$ cat src/rtl/risc8_portb_uart_rx.sv
// 8N1 serial receiver watching one risc8 port B pin; delivers each received byte
// on a valid/ready output with one-cycle framing-error and overrun pulses.
module risc8_portb_uart_rx #(
  parameter int unsigned DIVISOR = 16,
  parameter int unsigned PIN     = 0
) (
  input  logic       clk,
  input  logic       reset,
  input  logic [7:0] port_b,
  input  logic [7:0] ddr_b,
  output logic [7:0] data,
  output logic       valid,
  input  logic       ready,
  output logic       frame_err,
  output logic       overrun
);

  localparam int unsigned    CntW   = $clog2(DIVISOR) + 1;
  localparam logic [CntW-1:0] HalfM1 = CntW'(DIVISOR / 2 - 1);
  localparam logic [CntW-1:0] BitM1  = CntW'(DIVISOR - 1);
  localparam logic [2:0]      PinIdx = PIN[2:0];

  typedef enum logic [2:0] {
    StIdle,
    StStart,
    StData,
    StStop,
    StWaitHigh
  } state_e;

  state_e          state_q, state_d;
  logic [CntW-1:0] cnt_q, cnt_d;
  logic [2:0]      bit_q, bit_d;
  logic [7:0]      shift_q, shift_d;
  logic [7:0]      data_q, data_d;
  logic            valid_q, valid_d;
  logic            frame_err_q, frame_err_d;
  logic            overrun_q, overrun_d;
  logic            sync1_q, sync2_q, rx_prev_q;
  logic            line;
  logic            rx;

  // An input-configured pin floats to the idle level.
  assign line = ddr_b[PinIdx] ? port_b[PinIdx] : 1'b1;
  assign rx   = sync2_q;

  always_ff @(posedge clk or negedge reset) begin
    if (!reset) begin
      sync1_q   <= 1'b1;
      sync2_q   <= 1'b1;
      rx_prev_q <= 1'b1;
    end else begin
      sync1_q   <= line;
      sync2_q   <= sync1_q;
      rx_prev_q <= sync2_q;
    end
  end

  always_comb begin
    state_d     = state_q;
    cnt_d       = cnt_q;
    bit_d       = bit_q;
    shift_d     = shift_q;
    data_d      = data_q;
    valid_d     = valid_q;
    frame_err_d = 1'b0;
    overrun_d   = 1'b0;

    if (valid_q && ready) begin
      valid_d = 1'b0;
    end

    unique case (state_q)
      StIdle: begin
        if (!rx && rx_prev_q) begin
          state_d = StStart;
          cnt_d   = HalfM1;
        end
      end
      StStart: begin
        if (cnt_q == '0) begin
          if (rx) begin
            state_d = StIdle;
          end else begin
            state_d = StData;
            cnt_d   = BitM1;
            bit_d   = 3'd0;
          end
        end else begin
          cnt_d = cnt_q - CntW'(1);
        end
      end
      StData: begin
        if (cnt_q == '0) begin
          shift_d = {rx, shift_q[7:1]};
          cnt_d   = BitM1;
          if (bit_q == 3'd7) begin
            state_d = StStop;
          end else begin
            bit_d = bit_q + 3'd1;
          end
        end else begin
          cnt_d = cnt_q - CntW'(1);
        end
      end
      StStop: begin
        if (cnt_q == '0) begin
          if (rx) begin
            state_d = StIdle;
            // A byte accepted this same cycle frees the slot for the new one.
            if (!valid_q || ready) begin
              data_d  = shift_q;
              valid_d = 1'b1;
            end else begin
              overrun_d = 1'b1;
            end
          end else begin
            frame_err_d = 1'b1;
            state_d     = StWaitHigh;
          end
        end else begin
          cnt_d = cnt_q - CntW'(1);
        end
      end
      StWaitHigh: begin
        if (rx) begin
          state_d = StIdle;
        end
      end
      default: begin
        state_d = StIdle;
      end
    endcase
  end

  always_ff @(posedge clk or negedge reset) begin
    if (!reset) begin
      state_q     <= StIdle;
      cnt_q       <= '0;
      bit_q       <= 3'd0;
      shift_q     <= 8'h00;
      data_q      <= 8'h00;
      valid_q     <= 1'b0;
      frame_err_q <= 1'b0;
      overrun_q   <= 1'b0;
    end else begin
      state_q     <= state_d;
      cnt_q       <= cnt_d;
      bit_q       <= bit_d;
      shift_q     <= shift_d;
      data_q      <= data_d;
      valid_q     <= valid_d;
      frame_err_q <= frame_err_d;
      overrun_q   <= overrun_d;
    end
  end

  assign data      = data_q;
  assign valid     = valid_q;
  assign frame_err = frame_err_q;
  assign overrun   = overrun_q;

endmodule

$ cat config.mk
export PLATFORM = sky130hd
export DESIGN_NAME = risc8_portb_uart_rx
export DESIGN_NICKNAME = d
export VERILOG_FILES = /design/src/rtl/risc8_portb_uart_rx.sv
export SDC_FILE = /design/constraint.sdc
export NUM_CORES = 1
export LEC_CHECK = 0
export CAP_MARGIN = 20
export CELL_PAD_IN_SITES_DETAIL_PLACEMENT = 1
export CELL_PAD_IN_SITES_GLOBAL_PLACEMENT = 1
export CORE_MARGIN = 10
export CORE_UTILIZATION = 31
export DETAILED_ROUTE_END_ITERATION = 10
export MAX_ROUTING_LAYER = met4
export PLACE_DENSITY_LB_ADDON = 0.1
export SYNTH_ARGS = -nofsm -noshare
export SYNTH_HDL_FRONTEND = slang
export SYNTH_SLANG_ARGS = --single-unit
$ cat constraint.sdc
create_clock -name clk -period 1.93 [get_ports clk]
set_input_delay 0.4825 -clock clk [delete_from_list [all_inputs] [get_ports clk]]
set_output_delay 0.4825 -clock clk [all_outputs]
set_load 0.05 [all_outputs]
* Word-level counts from Yosys, hierarchy flattened
Cells that the tools add are included.
Operators by class: mux-type cells 33, reduce and logical (&&, ||, !) cells 14, equal/unequal tests 15, $add $sub $neg 2
Operators by type and width (count):
- 3-bit two-way mux | 11
- 5-bit two-way mux | 5
- 5-bit case mux with 4 select lines | 1
- 2-bit inequality test (second input constant) | 9
- 3-bit case mux with 5 select lines | 1
- 1-bit two-way mux | 13
- 4-bit AND reduction | 2
- 3-bit by 2-bit equality test with 1-bit output (second input constant) | 2
- 3-bit equality test (second input constant) | 2
- 3-bit case mux with 2 select lines | 1
- 6-bit AND reduction | 1
- 5-bit zero test | 1
- 5-bit AND reduction | 1
- 5-bit by 1-bit subtractor with 5-bit output (second input constant) | 1
- 4-bit nonzero test | 1
- 3-bit by 1-bit adder with 3-bit output (second input constant) | 1
- 3-bit by 1-bit equality test with 1-bit output (second input constant) | 1
- 3-bit zero test | 1
- 3-bit inequality test (second input constant) | 1
- 1-bit logical AND | 2
- 1-bit zero test | 2
- 2-bit two-way mux | 1
- 2-bit AND reduction | 1
- 2-bit nonzero test | 1
- 1-bit logical OR | 1
Storage, ports and cells: register bits 33, word-level logic and storage cells 75, input bits 19, output and inout port bits 11

* Longest topological paths before layout
depth after elaboration 6, mapped depth 5, depth with buffers taken out 5

* Worst setup path after synthesis
OpenSTA, ideal clock, no wires.
path kind register to register, start register bit_q[0], end register bit_q[0], clock period less this slack 1.990 ns, path buffers 0, slack -0.060 ns, arrival 1.866 ns, stages on the path, launching flop included 6, data required time 1.805 ns, library setup time 0.125 ns, cell sequence dfrtp_1 > ha_1 > ha_1 > or3b_2 > a211oi_4 > mux2_2
Between the ends: cells in the longest elaborated chain, start to end 4, elaborated cells between the ends (all ways) 7, those cells by class add/sub: 1; eq/ne: 2; mux: 3; reduce/logical: 1
Ends and longest elaborated chain:
- from (decl) | line 33 | logic [2:0] bit_q, bit_d;
- from (signal assigned) | line 149 | bit_q <= bit_d;
- 3-bit by 1-bit adder with 3-bit output | line 100 | bit_d = bit_q + 3'd1;
- 3-bit two-way mux | line 97 | if (bit_q == 3'd7) begin
- 3-bit two-way mux | line 94 | if (cnt_q == '0) begin
- 3-bit case mux with 2 select lines | line 73 | unique case (state_q)
Parallel ways exist; a longest one is shown, timed or not. The select of a mux whose other input is x is not followed. A chain may end at the register's enable or synchronous reset.

* Final worst setup path
start register bit_q[0], end register bit_q[2]
The elaborated chain is that of the path after synthesis.

==> flow_summary.json <==
{
  "status": "complete, no violations",
  "synthTopCellsByArea": "sky130_fd_sc_hd__dfrtp_1, sky130_fd_sc_hd__mux2_2, sky130_fd_sc_hd__dfstp_2",
  "crit_path_max_fanout": 2,
  "measured_slew_at_the_worst_slew_check_pin_ps": 425,
  "grtUsageTotal_pct": 9.34,
  "part_of_the_yosys_area_used_for_sequential_elements_pct": 56.1,
  "antennaDiodeCount": 0,
  "setup.reg_to_reg.worst_slack_ps": 90,
  "critPathKind": "register to register",
  "grt_first_pass_wirelength_um": 5490,
  "cp-start-kind": "register",
  "ctsLongestPathBuffers": 2,
  "synth_seq_cells": 33,
  "post_synth.cell_area_avg_um2": 12.6,
  "yosysWarnings": 0,
  "final_skew_ps": 8.12,
  "endpoint_kind": "register",
  "drc": 0,
  "post_drt_wl_per_cell_um": 15.4,
  "cts_htree_levels": 2,
  "r2r-end": "bit_q[2]",
  "power-per-cell-area_nw_per_um2": 1050,
  "fp.dieArea_um2": 7930,
  "buffer_ports.inserted": 15,
  "final.period_utilization_pct": 95.5,
  "gpl.final_weighted_congestion": 0.730,
  "place_hpwl_um": 2230,
  "layout.filler_cells": 494,
  "syn_nets": 139,
  "global_route.overflow_total": 0,
  "detailroute.via_count": 1022,
  "grt_antenna_before_repair": 0,
  "initial_utilization_pct": 31.7,
  "core_region_area_um2": 4660,
  "power.static_leakage_nw": 0.887,
  "area_of_all_sequential_standard_cells_um2": 830,
  "drv_slew": 0,
  "fin_crit_ps": 1840,
  "vias_per_cell": 5.03,
  "irDropWorstVdd_uv": 423,
  "worstReg2RegStart": "bit_q[0]",
  "synthArstFlopShare_pct": 100,
  "flow.area_growth_from_synthesis_pct": 26.6,
  "fin_total_pwr_w": 0.00197,
  "cp_data_required_time_ps": 2130,
  "dp_slack_ps": 32.3,
  "fmaxAchievable_ghz": 0.542,
  "ff2ff_path_depth": 6,
  "dominant_synthesized_flop_cell": "sky130_fd_sc_hd__dfrtp_1",
  "i_o_pin_count": 30,
  "grt_setup_unrepaired": "true",
  "fraction_of_final_layout_cells_with_drive_strength_greater_than_1_pct": 42.3,
  "netlist.top_cell.by_area": "sky130_fd_sc_hd__dfrtp_1",
  "rows": 25,
  "final.setup.worst_slack_ps": 86.2,
  "synth_cells": 117,
  "first_global_vias": 1132,
  "synth_commonest_cells": "sky130_fd_sc_hd__dfrtp_1, sky130_fd_sc_hd__mux2_2, sky130_fd_sc_hd__nor2_1",
  "post-synth-top-count-cell": "sky130_fd_sc_hd__dfrtp_1",
  "grt_max_degree": 34,
  "first_pass_iters": 4,
  "tritoncts.num_buffers": 5,
  "clock_tree_from_tritoncts": "done",
  "die_width_um": 89.1,
  "root_buffer": "sky130_fd_sc_hd__clkbuf_8",
  "final.hold.worst_slack_ps": 357,
  "synth_enable_flop_cells": 0,
  "cp.arrival_ps": 2040,
  "drt-initial-drc-count": 25,
  "report.final.setup_viol": 0,
  "maxSlewHeadroom_pct": 71.7,
  "yosysUniqueCellTypes": 33,
  "synth_top_cell_area_share_pct": 50.8,
  "clkSinkCount": 33,
  "finish.net_count": 170,
  "max-cap-violations": 0,
  "worst_setup_hold_path_clk_slew_ps": 70,
  "worstSkewPairLatency_ps": 280,
  "wirelength_um": 3120,
  "crit_path_end": "bit_q[2]",
  "min-delay-path-class": "register to register",
  "fin_hold_viols": 0,
  "multi_input_comb_area_um2": 626,
  "post_synth_instance_area_um2": 1480,
  "holdBufCountCts": 0,
  "ant_nets": 0,
  "die_y_um": 89.1,
  "cp_launch_point": "bit_q[0]"
}
layout by cell type (no fill, tap or decap), types with 3 or more instances in the layout:
master                            netlist  layout
sky130_fd_sc_hd__nor2b_1                3       3
sky130_fd_sc_hd__buf_4                  0      23
sky130_fd_sc_hd__clkdlybuf4s50_1        0       4
sky130_fd_sc_hd__a21oi_1                3       3
sky130_fd_sc_hd__nor2_1                 7       7
sky130_fd_sc_hd__mux2_2                18      17
sky130_fd_sc_hd__dfstp_2                3       3
sky130_fd_sc_hd__o21ai_0                4       4
sky130_fd_sc_hd__nand2b_1               3       3
sky130_fd_sc_hd__ha_2                   0       3
sky130_fd_sc_hd__inv_1                  6       6
sky130_fd_sc_hd__dfrtp_1               30      30
sky130_fd_sc_hd__clkbuf_8               0       6
sky130_fd_sc_hd__nand2_1                5       5
sequential cells by signal, summed over array words and instances, names as in the netlist:
signal     flops
rx             1
valid          1
rx_prev_q      1
frame_err      1
sync1_q        1
cnt_q          5
state_q        3
data           8
overrun        1
shift_q        8
bit_q          3
worst min-delay path by stage:
| stage | start | to | slack (ps) | depth (start not counted) |
|---|---|---|---|---|
| after floorplan | reset | bit_q[0] | 190 | 0 |
| after global placement | sync1_q | rx | 350 | 0 |
| after detailed placement | sync1_q | rx | 350 | 0 |
| after CTS | sync1_q | rx | 360 | 0 |
| after global routing | sync1_q | rx | 360 | 0 |
| final | sync1_q | rx | 360 | 0 |
cells by family after synthesis:
| kind of cell | share of synthesized area [%] |
|---|---|
| AOI/OAI and AO/OA | 9.14 |
| adders and majority gates | 2.54 |
| buffers and inverters | 2.88 |
| DFF | 56.1 |
| muxes | 15.1 |
| and+or+nand+nor | 14.3 |
metrics by stage:
| stage | util [%] | TNS, ps | instance area, µm² | cells |
|---|---|---|---|---|
| 6_report | 40.2 | 0 | 1870 | 203 |
| 4_1_cts | 39.6 | 0 | 1840 | 201 |
| 5_1_grt | 40.2 | -4.68 | 1870 | 203 |
| 3_3_place_gp | 37.6 | 0 | 1750 | 193 |
| 2_1_floorplan | - | 0 | 1490 | 117 |
| 3_5_place_dp | 37.6 | 0 | 1750 | 193 |
critical path, stage by stage (launching register included):
cell                       delay (ps)
sky130_fd_sc_hd__dfrtp_1          380
sky130_fd_sc_hd__ha_2             190
sky130_fd_sc_hd__ha_2             170
sky130_fd_sc_hd__or3b_4           380
sky130_fd_sc_hd__a211oi_4         280
sky130_fd_sc_hd__buf_4            170
sky130_fd_sc_hd__mux2i_1          190
cell type report:
cell class                 count  area share, %
inverter                       6           1.20
timing repair buffer          28           12.4
tap                           54           3.61
multi-input combinational     74           33.4
clock buffer                   7           4.61
sequential                    33           44.3
clock inverter                 1          0.401
power breakdown:
part / leakage, nW / internal [W] / switching (W)
Combinational: 0.405 / 0.000282 / 0.000287
Sequential: 0.438 / 0.000773 / 0.0000841
Clock: 0.0445 / 0.000290 / 0.000252
timing repair:
action | in CTS | in global routing
resized for setup | 0 | 4
buffers inserted | 0 | 2
endpoints found under the setup margin | 0 | 19
per-layer routing:
| layer | GRT usage (%) | up-vias | routed length, µm |
|---|---|---|---|
| met1 | 10.3 | 525 | 1410 |
| met2 | 14.9 | 13 | 1560 |
| li1 | - | 480 | - |
| met4 | 4.34 | 0 | 59 |
| met3 | 3.28 | 4 | 89 |
| met5 | - | - | 0 |
Power figures use the tool's default switching activity.
